### src/rtl/ir_frame_encoder_pkg.sv
// Shared NEC IR definitions: FSM states and protocol segment lengths in units.
// Also intended for the IR receive decoder.
package ir_tx_pkg;

  typedef enum logic [2:0] {
    IDLE,
    LEAD_MARK,
    LEAD_SPACE,
    REP_SPACE,
    BIT_MARK,
    BIT_SPACE,
    STOP_MARK,
    GAP
  } ir_state_e;

  localparam int LEAD_MARK_U  = 16;
  localparam int LEAD_SPACE_U = 8;
  localparam int REP_SPACE_U  = 4;
  localparam int BIT_MARK_U   = 1;
  localparam int ZERO_SPACE_U = 1;
  localparam int ONE_SPACE_U  = 3;
  localparam int STOP_U       = 1;
  localparam int FRAME_BITS   = 32;

endpackage

### src/rtl/ir_frame_encoder_if.sv
// Request handshake into the IR frame encoder.
// The master drives the request fields; the slave returns ready.
interface ir_frame_encoder_if;
  logic       valid_in;
  logic       ready_out;
  logic       repeat_in;
  logic [7:0] addr_in;
  logic [7:0] cmd_in;

  modport master (output valid_in, repeat_in, addr_in, cmd_in, input ready_out);
  modport slave  (input valid_in, repeat_in, addr_in, cmd_in, output ready_out);
endinterface

### src/rtl/ir_frame_encoder_unit.sv
// NEC unit timer: counts clk cycles while enabled and pulses unit_tick on the last
// cycle of every unit. Held at zero when disabled, restarted on segment start.
module ir_unit_timer #(
  parameter int UNIT_CYCLES = 56_250
) (
  input  logic clk_in,
  input  logic rst_n_in,
  input  logic enable,
  input  logic clear,
  output logic unit_tick
);
  localparam int CNT_W = (UNIT_CYCLES > 1) ? $clog2(UNIT_CYCLES) : 1;

  logic [CNT_W-1:0] unit_cnt;

  assign unit_tick = enable && (unit_cnt == CNT_W'(UNIT_CYCLES - 1));

  always_ff @(posedge clk_in or negedge rst_n_in) begin
    if (!rst_n_in) begin
      unit_cnt <= '0;
    end else if (!enable || clear || unit_tick) begin
      unit_cnt <= '0;
    end else begin
      unit_cnt <= unit_cnt + CNT_W'(1);
    end
  end
endmodule

### src/rtl/ir_frame_encoder.sv
// NEC IR frame encoder: serialises address/command (or a repeat code) into a
// carrier-on/off envelope for the 38 kHz carrier generator.
module ir_frame_encoder #(
  parameter int UNIT_CYCLES = 56_250,
  parameter int GAP_UNITS   = 72
) (
  input  logic             clk_in,
  input  logic             rst_n_in,
  ir_frame_encoder_if.slave req,
  output logic             burst_out,
  output logic             busy_out,
  output logic             done_out
);
  import ir_tx_pkg::*;

  localparam int MAX_SEG = (GAP_UNITS > LEAD_MARK_U) ? GAP_UNITS : LEAD_MARK_U;
  localparam int SEG_W   = $clog2(MAX_SEG + 1);

  ir_state_e             state, next_state;
  logic [SEG_W-1:0]      seg_cnt, seg_len;
  logic [FRAME_BITS-1:0] shreg;
  logic [4:0]            bit_idx;
  logic                  rep_q;
  logic                  unit_tick, seg_end, accept;

  assign req.ready_out = (state == IDLE);
  assign busy_out      = (state != IDLE);
  assign accept        = req.valid_in && (state == IDLE);
  assign seg_end       = unit_tick && (seg_cnt == seg_len - SEG_W'(1));

  ir_unit_timer #(.UNIT_CYCLES(UNIT_CYCLES)) u_timer (
    .clk_in    (clk_in),
    .rst_n_in  (rst_n_in),
    .enable    (state != IDLE),
    .clear     (seg_end),
    .unit_tick (unit_tick)
  );

  // Length of the current segment in units; bit spaces depend on the bit being sent.
  always_comb begin
    seg_len = SEG_W'(1);
    unique case (state)
      LEAD_MARK:  seg_len = SEG_W'(LEAD_MARK_U);
      LEAD_SPACE: seg_len = SEG_W'(LEAD_SPACE_U);
      REP_SPACE:  seg_len = SEG_W'(REP_SPACE_U);
      BIT_MARK:   seg_len = SEG_W'(BIT_MARK_U);
      BIT_SPACE:  seg_len = shreg[0] ? SEG_W'(ONE_SPACE_U) : SEG_W'(ZERO_SPACE_U);
      STOP_MARK:  seg_len = SEG_W'(STOP_U);
      GAP:        seg_len = SEG_W'(GAP_UNITS);
      default:    seg_len = SEG_W'(1);
    endcase
  end

  always_comb begin
    next_state = state;
    unique case (state)
      IDLE:       if (accept)  next_state = LEAD_MARK;
      LEAD_MARK:  if (seg_end) next_state = rep_q ? REP_SPACE : LEAD_SPACE;
      LEAD_SPACE: if (seg_end) next_state = BIT_MARK;
      REP_SPACE:  if (seg_end) next_state = STOP_MARK;
      BIT_MARK:   if (seg_end) next_state = BIT_SPACE;
      BIT_SPACE:
        if (seg_end) next_state = (bit_idx == 5'(FRAME_BITS - 1)) ? STOP_MARK : BIT_MARK;
      STOP_MARK:  if (seg_end) next_state = GAP;
      GAP:        if (seg_end) next_state = IDLE;
      default:    next_state = IDLE;
    endcase
  end

  always_ff @(posedge clk_in or negedge rst_n_in) begin
    if (!rst_n_in) begin
      seg_cnt <= '0;
    end else if (state == IDLE || seg_end) begin
      seg_cnt <= '0;
    end else if (unit_tick) begin
      seg_cnt <= seg_cnt + SEG_W'(1);
    end
  end

  // burst_out is registered from next_state so the envelope is glitch-free.
  always_ff @(posedge clk_in or negedge rst_n_in) begin
    if (!rst_n_in) begin
      state     <= IDLE;
      shreg     <= '0;
      bit_idx   <= '0;
      rep_q     <= 1'b0;
      burst_out <= 1'b0;
      done_out  <= 1'b0;
    end else begin
      state     <= next_state;
      burst_out <= (next_state == LEAD_MARK) || (next_state == BIT_MARK) ||
                   (next_state == STOP_MARK);
      done_out  <= (state == STOP_MARK) && seg_end;
      if (accept) begin
        rep_q   <= req.repeat_in;
        shreg   <= {~req.cmd_in, req.cmd_in, ~req.addr_in, req.addr_in};
        bit_idx <= '0;
      end else if (state == BIT_SPACE && seg_end) begin
        shreg   <= {1'b0, shreg[FRAME_BITS-1:1]};
        bit_idx <= bit_idx + 5'd1;
      end
    end
  end
endmodule
### src/flat_wrapper.sv
// flat-port wrapper written by rule: the top's interface ports become plain ports
module ir_frame_encoder_flat import ir_tx_pkg::*;
#(
  parameter int UNIT_CYCLES = 56_250,
  parameter int GAP_UNITS   = 72
)
  (clk_in, rst_n_in, burst_out, busy_out, done_out, req_valid_in, req_repeat_in, req_addr_in, req_cmd_in, req_ready_out);
  ir_frame_encoder_if req_i ();
  input  logic clk_in;
  input  logic rst_n_in;
  output logic burst_out;
  output logic busy_out;
  output logic done_out;
  input wire logic [$bits(req_i.valid_in)-1:0] req_valid_in;
  input wire logic [$bits(req_i.repeat_in)-1:0] req_repeat_in;
  input wire logic [$bits(req_i.addr_in)-1:0] req_addr_in;
  input wire logic [$bits(req_i.cmd_in)-1:0] req_cmd_in;
  output wire logic [$bits(req_i.ready_out)-1:0] req_ready_out;
  assign req_i.valid_in = req_valid_in;
  assign req_i.repeat_in = req_repeat_in;
  assign req_i.addr_in = req_addr_in;
  assign req_i.cmd_in = req_cmd_in;
  assign req_ready_out = req_i.ready_out;
  ir_frame_encoder #(.UNIT_CYCLES(UNIT_CYCLES), .GAP_UNITS(GAP_UNITS)) u_core (.clk_in(clk_in), .rst_n_in(rst_n_in), .req(req_i), .burst_out(burst_out), .busy_out(busy_out), .done_out(done_out));
endmodule
### config.mk
export PLATFORM = sky130hd
export DESIGN_NAME = ir_frame_encoder_flat
export DESIGN_NICKNAME = d
export VERILOG_FILES = /design/src/rtl/ir_frame_encoder_pkg.sv /design/src/rtl/ir_frame_encoder_if.sv /design/src/rtl/ir_frame_encoder_unit.sv /design/src/rtl/ir_frame_encoder.sv /design/src/flat_wrapper.sv
export SDC_FILE = /design/constraint.sdc
export NUM_CORES = 1
export LEC_CHECK = 0
export CORE_MARGIN = 4
export CORE_UTILIZATION = 40
export DETAILED_ROUTE_END_ITERATION = 10
export SYNTH_ARGS = -nofsm -noshare
export SYNTH_HDL_FRONTEND = slang
export SYNTH_SLANG_ARGS = --single-unit
### constraint.sdc
create_clock -name clk_in -period 5.5 [get_ports clk_in]
set_clock_uncertainty 0.15 [all_clocks]
set_input_delay 0.55 -clock clk_in [delete_from_list [all_inputs] [get_ports clk_in]]
set_output_delay 0.55 -clock clk_in [all_outputs]
set_load 0.01 [all_outputs]
# After elaboration in Yosys (flattened, before gate mapping)
# Index checks and enable logic that the tools add are counted.
# word_totals
rom_bits,0
input_bits,20
latchBits,0
ff_bits,66
n_memories,0
ram_bits,0
word_cells,62
out_inout_bits,4
# classes
n_shift,0
n_div,0
multipliers,0
eq_ne,13
addsub,4
n_reduce_logical,15
muxes,20
bitwise_logic,2
order_cmp,0
# ops
cell,count
$mux 32,2
$pmux 7 s5,1
$mux 3,8
$pmux 3 s8,1
$eq 3x3->1 const B,6
$add 16x1->16 const B,1
$eq 16x16->1 const B,1
$mux 16,1
$not 8->8,2
$mux 7,2
$mux 5,2
$add 7x1->7 const B,1
$eq 7x7->1,1
$sub 7x1->7 const B,1
$eq 3x1->1 const B,2
$eq 3x2->1 const B,2
$add 5x1->5 const B,1
$eq 5x5->1 const B,1
$logic_and 1x1->1,5
$logic_or 1x1->1,5
$mux 2,2
$reduce_bool 2->1,2
$logic_not 3->1,1
$reduce_bool 3->1,1
2 further kinds,2

# Longest topological paths before layout
# Gate-level depths: netlist of run 1.
# logic_depth
depth_word,10
ltp_mapped,12
mapped_depth_nobuf,10

# Cells and area by module
# A second synthesis of run 1 with hierarchy kept.
# unflattened
hier_cells,360
hier_area_um2,3360.7
# modules_own_cells
mod,seq_area_each_um2,instances,area_per_inst_um2,cells_per_inst
ir_frame_encoder,1251.2,1,2527.4,274
ir_unit_timer,400.4,1,833.3,86

# Least setup slack after synthesis of run 1
# OpenSTA, ideal clock, no wires.
# synth_path
kind,register to register
startpoint,register u_core.state[2]
endpoint,register u_core.burst_out
synth_period_minus_slack_ns,2.927
arrival_ns,2.652
setup_time_ns,0.125
stages_incl_launch_ff,12
n_path_buf,1
path_slack_ns,2.573
required_ns,5.225
path_cell_list,dfrtp_1 > buf_4 > a21boi_1 > nor2_1 > ha_1 > xor2_1 > mux2i_1 > a31oi_1 > or3_4 > nor2_1 > mux2i_1 > mux2_2
# synth_between
elab_chain_cells,10
elab_cells_between_ends,29
classes_between,add/sub: 1; eq/ne: 11; mux: 10; reduce/logical: 7
# synth_lines
element,line,source
"start, declared",ir_frame_encoder.sv:19,"ir_state_e state, next_state;"
"start signal, assigned",ir_frame_encoder.sv:90,state <= next_state;
$eq 3x3->1 (tied with other cells),"ir_frame_encoder.sv:42, ir_frame_encoder.sv:56",
$pmux 7 s5,ir_frame_encoder.sv:42,unique case (state)
$sub 7x1->7,ir_frame_encoder.sv:29,assign seg_end = unit_tick && (seg_cnt == seg_len - SEG_W'(1));
$eq 7x7->1,ir_frame_encoder.sv:29,
$logic_and 1x1->1,ir_frame_encoder.sv:29,
$mux 3 (tied with other cells),ir_frame_encoder.sv:65,GAP: if (seg_end) next_state = IDLE;
$pmux 3 s8 (*),ir_frame_encoder.sv:56,unique case (state)
net u_core.next_state[0],ir_frame_encoder.sv:19,
$eq 3x1->1 / $eq 3x3->1 (equally long branches),ir_frame_encoder.sv:91,burst_out <= (next_state == LEAD_MARK) || (next_state == BIT_MARK) ||
$logic_or 1x1->1,ir_frame_encoder.sv:91,
$logic_or 1x1->1 (*),ir_frame_encoder.sv:91,
"end signal, assigned",ir_frame_encoder.sv:91,
"end, declared",ir_frame_encoder.sv:10,"output logic burst_out,"
# Mark *: on every way through the listed nets, which the timed path passes. The rest lies on a longest branch.
# A chain may end at the register's enable or synchronous reset.

# Worst setup path in the final report of run 1
# Same ends and word-level chain as after synthesis.

==> metrics.yaml, run 1 <==
status: "completed"
row_count: 32
gp_congestion: 0.747
clockBufferDepth: 2
fin_crit_sh: 0.607
crit_required_ns: 5.57
die-area_sq_um: 9640
synth_edf_count: 0
period_minus_slack_ns: 3.34
grt_usage: 0.136
die_h_microns: 98.2
remaining_drc_errors: 0
yosysUniqueCellTypes: 50
antenna_found_initial: 0
h-tree-depth: 3
firstDrtPassIters: 4
yosysSeqAreaShare: 0.507
slew_viol_final: 0
drive_gt1_frac: 0.0885
end_kind: "flop"
final_nets: 360
wl_per_cell_microns: 13.6
tightest_slew_ns: 0.826
synthesis.nets: 337
async_flop_share: 1.00
vias: 2286
synthTopCellsByArea: "dfrtp_1 (51%), mux2i_1 (9.2%), nand2_1 (4.0%)"
cts_tree: "done"
start_util: 0.417
leakage_nw: 1.84
drtIter0Drc: 82
avgViaCountPerCell: 5.18
yosys.area.top_type: "dfrtp_1"
startpoint_type: "flop"
routed_wirelength_mm: 5.99
antenna_cells: 0
yosysWarnings: 0
hpwl_mm: 3.98
clkTransAtPathRegs_ns: 0.07
fmax_mhz: 300
ys_top_cells_by_count: "dfrtp_1 (66), nand2_1 (35), mux2i_1 (30), nor2_1 (30), o21ai_0 (17)"
area.growth.synth_to_final_pct: 15.6
relSlewSlack: 0.449
hold_path.class: "input pin to async pin"
cts_setup_buffers: 0
ys_seq_elements: 66
grt_start_max_net_pins: 67
synthFlopType: "dfrtp_1"
crit_type: "flop to flop"
first_global_vias: 2328
synthCells: 311
final_util: 0.482
clkSinkCount: 66
ant_nets: 0
syn_avg_cell_area_sq_um: 10.5
power_density_nw_per_um2: 325
path_max_fanout: 11
setup_viol: 0
ios: 24
yosysMostFrequentCell: "dfrtp_1"
rsz0062_at_grt: "no"
total_power_mw: 1.22
cts-root-buf: "clkbuf_8"
drv_cap: 0
cts_made_buffers: 9
cp_data_arrival_time_ns: 3.41
grt_pass1_wl_mm: 10.7
portBuffers: 23
core-area_sq_um: 7810
cts_hold_buf: 0
hold_viol: 0
synth_top_area_frac: 0.507
fin_setup_tns_ns: 0
post_cts_resized: 0
synthesis.area_sq_um: 3250
grt.overflow.total: 0
clk_latency_ns: 0.34
die_x_microns: 98.2
fillers: 738
ir_drop_mv: 0.155
[per-stage QoR]
stage / cells / hold slack [ns] / cell area [sq um] / setup slack (ns)
after global routing: 441 / 0.322 / 3760 / 1.91
after CTS: 441 / 0.272 / 3760 / 2.20
after detailed placement: 425 / 0.325 / 3560 / 2.22
after floorplan: 311 / 0.104 / 3250 / 2.57
final: 441 / 0.227 / 3760 / 2.16
after global placement: 425 / 0.309 / 3560 / 2.32
[registers in the layout (all words and copies together) (netlist names)]
name	flops
u_core.done_out	1
u_core.state	3
u_core.bit_idx	5
u_core.burst_out	1
u_core.seg_cnt	7
u_core.u_timer.unit_cnt	16
u_core.shreg	32
u_core.rep_q	1
[critical path: stages, from the launching register on]
cell      delay (ns)
dfrtp_1         0.52
a21boi_1        0.34
nor2_1          0.08
ha_1            0.24
xor2_1          0.22
mux2i_1         0.21
a31oi_1         0.16
or3_4           0.46
nor2_1          0.19
mux2i_1         0.28
mux2_2          0.37
[metal layers]
| metal | track usage | routed length (microns) | up-vias |
|---|---|---|---|
| met5 | 0 | 0 | - |
| met4 | 0.0536 | 95 | 0 |
| met3 | 0.0343 | 177 | 12 |
| met2 | 0.215 | 2740 | 30 |
| met1 | 0.180 | 2980 | 1110 |
| li1 | - | - | 1134 |
[path summary, 6_finish.rpt]
check	start	end	slack (ns)	cells past startpoint
worst max-delay path	u_core.state[2]	u_core.burst_out	2.16	10
worst min-delay path	rst_n_in	u_core.u_timer.unit_cnt[14]	0.23	2
worst max register to register	u_core.state[2]	u_core.burst_out	2.16	10
worst min register to register	u_core.shreg[23]	u_core.shreg[23]	0.33	1
max in group asynchronous	rst_n_in	u_core.bit_idx[1]	4.41	2
min in group clk_in	u_core.shreg[23]	u_core.shreg[23]	0.33	1
[cell usage in the layout (no fill, tap or decap), types with 2 or more instances in the layout]
master	instances
dfrtp_1	66
nand2_1	35
nor2_1	30
mux2i_1	30
clkdlybuf4s50_1	22
o21ai_0	17
a21boi_1	14
xor2_1	14
xnor2_1	10
nand3_1	10
and3_1	9
clkbuf_8	9
ha_1	6
a21oi_1	5
or3_1	4
and4_1	4
clkinv_4	4
nand4_1	3
o21ai_1	3
buf_4	3
inv_1	2
a211oi_1	2
a31oi_1	2
and2_1	2
mux2_2	2
nor3_1	2
[power breakdown]
| part | total [mW] | internal (mW) | switching, mW |
|---|---|---|---|
| logic | 0.175 | 0.0917 | 0.0829 |
| registers | 0.640 | 0.578 | 0.0623 |
| clock network | 0.409 | 0.213 | 0.196 |
| total | 1.22 | 0.883 | 0.341 |
[final cells by class]
type / instances / area [sq um] / area share
Inverter: 3 / 11.3 / 0.00299
Tap cell: 102 / 128 / 0.0339
Multi-Input combinational cell: 228 / 1520 / 0.405
Timing Repair Buffer: 26 / 248 / 0.0658
Clock buffer: 9 / 124 / 0.0329
Sequential cell: 66 / 1650 / 0.439
Clock inverter: 7 / 78.8 / 0.0209
[logic make-up (layout without fill, tap and decap cells)]
| group | Yosys count | after routing | share of synthesized area |
|---|---|---|---|
| buffers and inverters | 17 | 45 | 0.0246 |
| AND/OR/NAND/NOR | 116 | 116 | 0.185 |
| AO/OA/AOI/OAI | 50 | 50 | 0.0965 |
| flip-flops | 66 | 66 | 0.507 |
| XOR/XNOR | 24 | 24 | 0.0646 |
| adder cells (fa/ha/maj) | 6 | 6 | 0.0231 |
| multiplexers | 32 | 32 | 0.0992 |
Note: power is estimated with default switching activity, not from simulation.
==> run 2: changes to the inputs <==
clock period = 3.4 ns   (was 5.5 ns; I/O delays follow)
==> metrics.yaml, run 2 (same netlist as run 1, synthesis figures left out) <==
path_max_fanout: 13  # was 11
whs_ns: -0.0244  # was 0.227 ns
tightest_slew_ns: 0.908  # was 0.826 ns
final_common_cell: "dfrtp_1"  # unchanged
p_int_mw: 1.56  # was 883 uW
pwr-share-clk: 0.368  # was 0.334
h-tree-depth: 3  # unchanged
critPathTopFamily: "simple AND/OR/NAND/NOR gates"  # was multiplexers
clkTransAtPathRegs_ns: 0.07  # about the same
total_power_mw: 2.10  # was 1.22 mW
swShare: 0.257  # was 0.279
cp_num_buf_inv: 0  # unchanged
drive_gt1_frac: 0.107  # was 0.0885
status: "finished, violations left"  # was completed
grt_start_max_net_pins: 42  # was 67
cts_tree: "done"  # unchanged
cp_slowest_stage_delay_ns: 0.52  # about the same
dp.cells: 431  # was 425
period_minus_slack_ns: 3.21  # was 3.34 ns
largest_register: "u_core.shreg"  # unchanged
stdcell_count: 447  # was 441
die-area_sq_um: 9640  # unchanged
grt_pass1_wl_mm: 10.8  # was 10.7 mm
crit_type: "flop to flop"  # unchanged
fmax_mhz: 311  # was 300 MHz
wl_per_cell_microns: 13.9  # was 13.6 microns
area.growth.synth_to_final_pct: 18.2  # was 15.6%
antenna_cells: 0  # unchanged
clk_latency_ns: 0.34  # about the same
end_kind: "flop"  # unchanged
core-area_sq_um: 7810  # unchanged
cp_data_arrival_time_ns: 3.28  # was 3.41 ns
relSlewSlack: 0.395  # was 0.449
power_density_nw_per_um2: 545  # was 325 nW/um^2
cts-root-buf: "clkbuf_8"  # unchanged
final_cell_mix: "dfrtp_1 (66), nand2_1 (35), nor2_1 (30), mux2i_1 (30), clkdlybuf4s50_1 (22)"  # unchanged
antenna_found_initial: 0  # unchanged
hold_viol: 35  # was 0
startpoint_type: "flop"  # unchanged
die_x_microns: 98.2  # unchanged
grt_usage: 0.137  # was 0.136
crit_required_ns: 3.47  # was 5.57 ns
violations: "hold timing"
clockBufferDepth: 2  # unchanged
combPwrFrac: 0.139  # was 0.143
fin_setup_tns_ns: 0  # unchanged
cts_made_buffers: 9  # unchanged
seq_power_share: 0.493  # was 0.523
hpwl_mm: 4.24  # was 3.98 mm
remaining_drc_errors: 0  # unchanged
crit_slowest_cell: "dfrtp_1"  # unchanged
reg_top3: "u_core.shreg: 32 flops, u_core.u_timer.unit_cnt: 16 flops, u_core.seg_cnt: 7 flops"  # unchanged
grt.overflow.total: 0  # unchanged
fin_crit_sh: 0.945  # was 0.607
gp_congestion: 0.760  # was 0.747
first_global_vias: 2260  # was 2328
drtIter0Drc: 52  # was 82
largest_reg_flops: 32  # unchanged
drv_cap: 0  # unchanged
start_util: 0.417  # unchanged
ant_nets: 0  # unchanged
portBuffers: 23  # unchanged
clkSinkCount: 66  # unchanged
crit_chain: "a21boi_2 -> nor2_1 -> ha_1 -> xor2_1 -> mux2i_1 -> a31oi_1 -> or3_4 -> nor3_4 -> nor2_2 -> a221o_1"  # was a21boi_1 -> nor2_1 -> ha_1 -> xor2_1 -> mux2i_1 -> a31oi_1 -> or3_4 -> nor2_1 -> mux2i_1 -> mux2_2
avgViaCountPerCell: 5.19  # was 5.18
switching_power_uw: 539  # was 341 uW
setup_viol: 0  # unchanged
final_nets: 366  # was 360
firstDrtPassIters: 4  # unchanged
fillers: 752  # was 738
hold_path.class: "input pin to async pin"  # unchanged
slew_viol_final: 0  # unchanged
die_h_microns: 98.2  # unchanged
vias: 2318  # was 2286
row_count: 32  # unchanged
leakage_nw: 1.89  # was 1.84 nW
ir_drop_mv: 0.252  # was 0.155 mV
ios: 24  # unchanged
routed_wirelength_mm: 6.20  # was 5.99 mm
[run 2: routing by layer]
metal | part of all wire | global-route usage | vias up | routed length [microns]
li1 | - | - | 1149 | -
met1 | 0.48 | 0.184 | 1122 | 2980
met2 | 0.47 | 0.210 | 34 | 2890
met3 | 0.038 | 0.0457 | 13 | 238
met4 | 0.017 | 0.0462 | 0 | 104
met5 | 0 | 0 | - | 0
[run 2: final timing paths]
kind	startpoint	end	slack, ns	depth (start not counted)
worst max register to register	u_core.state[1]	u_core.shreg[22]	0.19	10
min in group clk_in	u_core.shreg[23]	u_core.shreg[23]	0.33	1
max in group asynchronous	rst_n_in	u_core.shreg[15]	2.39	2
worst max-delay path	u_core.state[1]	u_core.shreg[22]	0.19	10
worst min-delay path	rst_n_in	u_core.u_timer.unit_cnt[6]	-0.02	1
worst min register to register	u_core.shreg[23]	u_core.shreg[23]	0.33	1
[run 2: timing repair]
action | 4_1_cts | 5_1_grt
hold buffers | 0 | 0
setup buffers | 0 | 0
resized for setup | 0 | 1
endpoints found under the setup margin | 0 | 3
[run 2: worst register-to-register path, stage by stage (launching register included)]
cell and delay, ns:
dfrtp_1 0.52, a21boi_2 0.26, nor2_1 0.07, ha_1 0.24, xor2_1 0.23, mux2i_1 0.24, a31oi_1 0.16, or3_4 0.47
nor3_4 0.40, nor2_2 0.07, a221o_1 0.29
[run 2: area by class of cell]
class | instances | area, sq um | share of cell area
flip-flops and latches | 66 | 1650 | 0.429
multi-input cells | 228 | 1530 | 0.397
repair buffers | 32 | 293 | 0.0761
clock buffers | 12 | 165 | 0.0429
well taps | 102 | 128 | 0.0332
clock inverters | 4 | 72.6 | 0.0189
inverters | 3 | 11.3 | 0.00293
[run 2: through the flow]
stage	hold slack [ns]	cell area (sq um)	setup slack [ns]	utilization
floorplan	-0.106	3250	0.473	-
global placement	0.309	3610	0.320	0.462
detailed placement	0.320	3610	0.200	0.462
CTS	0.00228	3840	0.187	0.492
global route	0.0420	3850	-0.00321	0.493
finish	-0.0244	3850	0.187	0.493
[run 2: power by group through the flow]
stage	registers (mW)	logic [mW]	clock network, mW
2_1_floorplan	1.02	0.213	0
3_3_place_gp	1.05	0.288	0
3_5_place_dp	1.05	0.298	0
4_1_cts	1.04	0.298	0.790
5_1_grt	1.06	0.337	0.831
6_report	1.03	0.291	0.773
